===== config.mk =====
export PLATFORM = sky130hd
export DESIGN_NAME = lsu_ecc_scrub
export DESIGN_NICKNAME = d
export VERILOG_FILES = /design/src/rtl/lsu_ecc_scrub_pkg.sv /design/src/rtl/lsu_ecc_scrub.sv
export SDC_FILE = /design/constraint.sdc
export NUM_CORES = 1
export LEC_CHECK = 0
export CORE_ASPECT_RATIO = 2
export CORE_MARGIN = 4
export CORE_UTILIZATION = 50
export DETAILED_ROUTE_END_ITERATION = 8
export PLACE_DENSITY = 0.81
export SLEW_MARGIN = 20
export SYNTH_ARGS = -nofsm -noshare
export SYNTH_HDL_FRONTEND = slang
export SYNTH_SLANG_ARGS = --single-unit

===== constraint.sdc =====
create_clock -name clk -period 3.7 [get_ports clk]
set_clock_uncertainty 0.15 [all_clocks]
set_input_delay 0.74 -clock clk [delete_from_list [all_inputs] [get_ports clk]]
set_output_delay 0.74 -clock clk [all_outputs]
set_load 0.02 [all_outputs]

===== src/rtl/lsu_ecc_scrub_pkg.sv =====
// Shared types, sizing constants and the DCCM SECDED encoder used by the
// LSU ECC scrub queue.
package lsu_ecc_scrub_pkg;

    localparam int unsigned RV_DCCM_BITS    = 16;
    localparam int unsigned LSU_SCRUB_DEPTH = 2;

    typedef struct packed {
        logic                    valid;
        logic [RV_DCCM_BITS-1:0] addr;
        logic [31:0]             data;
    } scrub_entry_t;

    // Same parity masks as the DCCM write-path encoder; bit 6 is overall parity.
    function automatic logic [6:0] rvecc_encode(input logic [31:0] din);
        logic [5:0] p;
        p[0] = ^(din & 32'h56AA_AD5B);
        p[1] = ^(din & 32'h9B33_366D);
        p[2] = ^(din & 32'hE3C3_C78E);
        p[3] = ^(din & 32'h03FC_07F0);
        p[4] = ^(din & 32'h03FF_F800);
        p[5] = ^(din & 32'hFC00_0000);
        return {(^din) ^ (^p), p};
    endfunction

endpackage


===== src/rtl/lsu_ecc_scrub.sv =====
// Queues single-bit ECC corrections seen in DC3 and writes the corrected,
// re-encoded words back into the DCCM through a shared write port.
module lsu_ecc_scrub
    import lsu_ecc_scrub_pkg::*;
#(
    parameter int unsigned DEPTH = LSU_SCRUB_DEPTH
) (
    input  logic                    clk,
    input  logic                    rst,
    input  logic                    scan_mode,
    input  logic                    dec_tlu_core_ecc_disable,
    input  logic                    single_ecc_error_lo_dc3,
    input  logic                    single_ecc_error_hi_dc3,
    input  logic                    lsu_double_ecc_error_dc3,
    input  logic [31:0]             sec_data_lo_dc3,
    input  logic [31:0]             sec_data_hi_dc3,
    input  logic [RV_DCCM_BITS-1:0] lsu_addr_dc3,
    input  logic [RV_DCCM_BITS-1:0] end_addr_dc3,
    input  logic                    stbuf_wr_en,
    input  logic [RV_DCCM_BITS-1:0] stbuf_wr_addr,
    output logic                    scrub_req,
    input  logic                    scrub_gnt,
    output logic                    scrub_wren,
    output logic [RV_DCCM_BITS-1:0] scrub_addr,
    output logic [38:0]             scrub_wr_data,
    output logic                    scrub_overflow,
    output logic [15:0]             scrub_count
);

    localparam int unsigned PW = $clog2(DEPTH);
    localparam int unsigned CW = PW + 1;

    typedef enum logic {
        ST_IDLE,
        ST_REQ
    } state_t;

    state_t                  state, state_n;
    scrub_entry_t            ent   [DEPTH];
    scrub_entry_t            ent_n [DEPTH];
    logic [PW-1:0]           head, head_n, tail, tail_n;
    logic [CW-1:0]           count, count_n, free;
    logic [RV_DCCM_BITS-1:0] addr_lo, addr_hi;
    logic                    cap_lo, cap_hi, lo_hit, hi_hit;
    logic                    pop, head_live, wren, drop;
    logic                    unused_ok;

    assign unused_ok = ^{scan_mode, lsu_addr_dc3[1:0], end_addr_dc3[1:0], stbuf_wr_addr[1:0]};

    always_comb begin
        addr_lo = {lsu_addr_dc3[RV_DCCM_BITS-1:2], 2'b00};
        addr_hi = {end_addr_dc3[RV_DCCM_BITS-1:2], 2'b00};
        cap_lo  = single_ecc_error_lo_dc3 & ~lsu_double_ecc_error_dc3 & ~dec_tlu_core_ecc_disable;
        cap_hi  = single_ecc_error_hi_dc3 & ~lsu_double_ecc_error_dc3 & ~dec_tlu_core_ecc_disable;
        lo_hit  = stbuf_wr_en && (addr_lo[RV_DCCM_BITS-1:2] == stbuf_wr_addr[RV_DCCM_BITS-1:2]);
        hi_hit  = stbuf_wr_en && (addr_hi[RV_DCCM_BITS-1:2] == stbuf_wr_addr[RV_DCCM_BITS-1:2]);

        // A store to the same word makes the corrected copy stale; kill it in place.
        ent_n = ent;
        for (int unsigned i = 0; i < DEPTH; i++) begin
            if (stbuf_wr_en && (ent[i].addr[RV_DCCM_BITS-1:2] == stbuf_wr_addr[RV_DCCM_BITS-1:2]))
                ent_n[i].valid = 1'b0;
        end

        head_live = (count != '0) && ent_n[head].valid;
        wren      = (state == ST_REQ) && scrub_gnt && head_live && !rst;
        pop       = (count != '0) && (!ent[head].valid || ((state == ST_REQ) && scrub_gnt));

        head_n  = head;
        tail_n  = tail;
        count_n = count;
        drop    = 1'b0;
        if (pop) begin
            ent_n[head].valid = 1'b0;
            head_n  = head + PW'(1);
            count_n = count - CW'(1);
        end

        // Counting after the pop gives DEPTH - count + pop free slots.
        free = CW'(DEPTH) - count_n;
        if (cap_lo && !lo_hit) begin
            if (free != '0) begin
                ent_n[tail_n].valid = 1'b1;
                ent_n[tail_n].addr  = addr_lo;
                ent_n[tail_n].data  = sec_data_lo_dc3;
                tail_n  = tail_n + PW'(1);
                count_n = count_n + CW'(1);
                free    = free - CW'(1);
            end else begin
                drop = 1'b1;
            end
        end
        if (cap_hi && !hi_hit) begin
            if (free != '0) begin
                ent_n[tail_n].valid = 1'b1;
                ent_n[tail_n].addr  = addr_hi;
                ent_n[tail_n].data  = sec_data_hi_dc3;
                tail_n  = tail_n + PW'(1);
                count_n = count_n + CW'(1);
            end else begin
                drop = 1'b1;
            end
        end

        state_n = ST_IDLE;
        for (int unsigned i = 0; i < DEPTH; i++) begin
            if (ent_n[i].valid)
                state_n = ST_REQ;
        end
    end

    always_ff @(posedge clk) begin
        if (rst) begin
            state          <= ST_IDLE;
            scrub_req      <= 1'b0;
            scrub_overflow <= 1'b0;
            scrub_count    <= '0;
            head           <= '0;
            tail           <= '0;
            count          <= '0;
            for (int unsigned i = 0; i < DEPTH; i++)
                ent[i] <= '0;
        end else begin
            state          <= state_n;
            scrub_req      <= (state_n == ST_REQ);
            scrub_overflow <= drop;
            head           <= head_n;
            tail           <= tail_n;
            count          <= count_n;
            ent            <= ent_n;
            if (wren && (scrub_count != '1))
                scrub_count <= scrub_count + 16'd1;
        end
    end

    always_comb begin
        scrub_wren    = wren;
        scrub_addr    = ent[head].addr;
        scrub_wr_data = {rvecc_encode(ent[head].data), ent[head].data};
    end

endmodule


==> summary.md <==
| Metric | Value |
|---|---|
| Outcome | `finished, violations left` |
| Failing checks | `setup timing` |
| Slew HR | `between 40% and 50%` |
| Hold Path Cell Cnt | `1` |
| Post-synth top area share | `a little under a third` |
| P_sw | `0.00441 W` |
| Post-DP HPWL | `between 15 and 20 mm` |
| Netlist Area Pre-Place | `roughly 7700 um2` |
| CTS tree | `done` |
| FMAX | `253 MHz` |
| YS warnings | `0` |
| Final-report max-slew violation count | `0` |
| Unrepaired setup endpoints after global routing | `yes` |
| Die area | `17600 um2` |
| WP data arrival | `3.06 ns` |
| Largest net degree at the start of global routing | `65` |
| Most common cell after layout, fill and taps aside | `nand2_1` |
| Max-cap violations | `0` |
| Post-synthesis register bit count | `120` |
| Crit path time final | `between 3 and 4 ns` |
| IO Count | `roughly 200` |
| CTS max path bufs | `2` |
| Final Cell Area | `11600 um2` |
| Worst R2R Path Depth | `14` |
| Maximum VDD drop | `~1000 uV` |
| Hold Crit Class | `reg -> reg` |
| Routability cong. | `roughly 0.93` |
| WHS | `between 0.3 and 0.4 ns` |
| Dpl cells | `1341` |
| Final Hold Viols | `0` |
| CTS sink count | `120` |
| Comb pwr share | `67.7%` |
| EDFF count, synth | `0` |
| Post-Route Utilization | `76.3%` |
| Synthesis-to-finish area growth | `50.2%` |
| Commonest cells after routing, fill and taps aside | `nand2_1 (197), clkdlybuf4s50_1 (178), dfxtp_1 (119), buf_4 (117), xnor2_1 (80)` |
| Crit start category | `flop` |
| Total core area | `about 15000 um2` |
| Flop pwr share | `16.1%` |
| Die Height | `184 um` |
| Final period util | `107%` |
| All-layer global routing usage | `32.2%` |
| DIE WIDTH | `between 90 and 100 um` |
| Rows | `64` |
| First-pass GRT wire length | `44.0 mm` |
| Vias in the first global route | `a little under 9000` |
| Initial Utilization | `50.8%` |
| DR iter-0 viols | `613` |
| DR pass1 iterations | `6` |
| Kind of critical path | `reg -> out` |
| Via count | `8527` |
| Area leader, netlist | `dfxtp_1` |
| Clock Power Share | `16.3%` |
| Share of cells above drive strength 1 | `between 20% and 30%` |
| Crit-path max FO | `6` |
| Top area cells in the synthesized netlist | `dfxtp_1 (31%), xnor2_1 (11%), nand2_1 (9.7%)` |
| Post-synth top flop | `dfxtp_1` |
| Power Dens Cells | `913 nW/um2` |
| Net Count, Synth | `roughly 1100` |
| Clock transition at path regs | `~0.060 ns` |
| Sw frac | `41.6%` |
| Critical Path Sink Type | `output pin` |
| Register area share after synthesis | `a little over 30%` |
| Unique masters post-synth | `52` |
| DRC Markers | `0` |
| Mean routed wirelength per cell | `~21 um` |
| Worst skew pair latency | `between 0.4 and 0.5 ns` |
| Ys async rst share | `0%` |
| Vias per std cell | `6.12` |
| Htree depth | `4` |
| Critical Path RT | `2.81 ns` |
| Post-route setup slack | `-0.250 ns` |
| Nets | `between 1000 and 1500` |
| Routed WL | `between 20 and 30 mm` |
| Pint | `between 0.006 and 0.007 W` |
| Number of port buffers | `approximately 190` |
| Clock root cell | `clkbuf_16` |
| Placed cell areas | `roughly 10000 um2` |
| Gr ovfl total | `0` |
| Avg Cell Area, Syn | `8.35 um2` |
| DRT antenna net count | `0` |
| Final setup violation count | `2` |
| Final non-filler cell total | `between 1000 and 1500` |
| Initial antenna violation count | `1` |
| Synth Instances | `926` |
| CTS Hold Bufs | `0` |
| CTS Buf Count | `17` |
| Fin Setup TNS | `-0.332 ns` |
| Lkg Pwr | `between 4 and 5 nW` |
| Slew @ Worst Pin | `0.825 ns` |
## critical path, stage by stage (launching register included)
cell     delay [ns]
dfxtp_4        0.41
buf_12         0.16
buf_4          0.14
mux2i_4        0.26
xnor2_1        0.14
xnor2_2        0.25
xnor3_1        0.41
xnor2_2        0.29
xnor2_2        0.14
xnor2_2        0.25
buf_4          0.19
## synth_stat cells (2+ instances only)
master and count:
dfxtp_1 120, or4_1 14, a211oi_1 2, nand3_1 13
nor3b_1 2, ha_1 5, o41ai_1 2, nand2_1 199
xnor2_1 96, xnor2_2 7, a311oi_2 29, buf_1 4
xor2_1 11, clkbuf_1 44, or2_1 2, a311oi_1 63
and3_1 6, nor2b_1 2, o21ba_2 2, o211ai_1 2
mux2_2 28, or3_1 2, nor3_1 48, nor2_1 57
nor4_1 6, o21ai_0 4, buf_2 24, a21oi_1 21
mux2i_1 14, nor4b_1 2, mux2i_2 8, xnor3_1 4
o31ai_1 12, buf_6 8, nand4_1 15, inv_1 32
## sequential cells by signal, indices dropped and copies added, names as in the netlist
| register | cells |
|---|---|
| scrub_overflow | 1 |
| ent | 98 |
| scrub_count | 16 |
| tail | 1 |
| state | 1 |
| head | 1 |
| count | 2 |
## layout make-up
class	instances	area [um2]
Antenna cell	1	2.50
Clock buffer	22	484
Clock inverter	8	120
Fill cell	1014	3600
Inverter	33	124
Multi-Input combinational cell	693	5200
Sequential cell	120	2410
Tap cell	198	248
Timing Repair Buffer	319	3030
## through the flow
stage / total power (W) / setup WS, ns
floorplan: 0.00494 / 0.0560
finish: 0.0106 / -0.250
CTS: 0.00984 / -0.125
global route: 0.0109 / -0.295
detailed placement: 0.00765 / -0.353
global placement: 0.00751 / -0.351
## power by group through the flow
stage | Clock (W) | Combinational (W) | Sequential [W]
floorplan | 0 | 0.00330 | 0.00164
global placement | 0 | 0.00582 | 0.00169
detailed placement | 0 | 0.00594 | 0.00170
CTS | 0.00173 | 0.00642 | 0.00169
global route | 0.00179 | 0.00742 | 0.00172
finish | 0.00173 | 0.00717 | 0.00170
## worst paths after layout
kind                      start                  to  slack, ns
max           head$_SDFFE_PP0P_   scrub_wr_data[38]      -0.25
min          ent[81]$_SDFF_PP0_  ent[81]$_SDFF_PP0_       0.33
max reg2reg   head$_SDFFE_PP0P_   ent[7]$_SDFF_PP0_       0.07
min reg2reg  ent[81]$_SDFF_PP0_  ent[81]$_SDFF_PP0_       0.33
## kinds of logic after synthesis
logic type,Yosys count,synth area share [%]
AO/OA/AOI/OAI,145,17.4
flip-flops,120,31.1
XOR/XNOR,119,15.0
multiplexers,51,7.61
AND/OR/NAND/NOR,373,21.5
adder cells (fa/ha/maj),5,0.809
buffers and inverters,113,6.65
## routing by layer
| metal | global-route usage [%] | wire length, um |
|---|---|---|
| met1 | 32.4 | 9780 |
| met2 | 56.7 | 15600 |
| met3 | 6.88 | 1960 |
| met4 | 23.1 | 2040 |
| met5 | 0 | 0 |
## what timing repair did
item,4_1_cts,5_1_grt
buffers inserted,16,8
pin swaps,22,10
gates cloned,1,0
gates resized for setup,60,42
setup endpoints to repair,102,108
(Power assumes the default switching activity.)
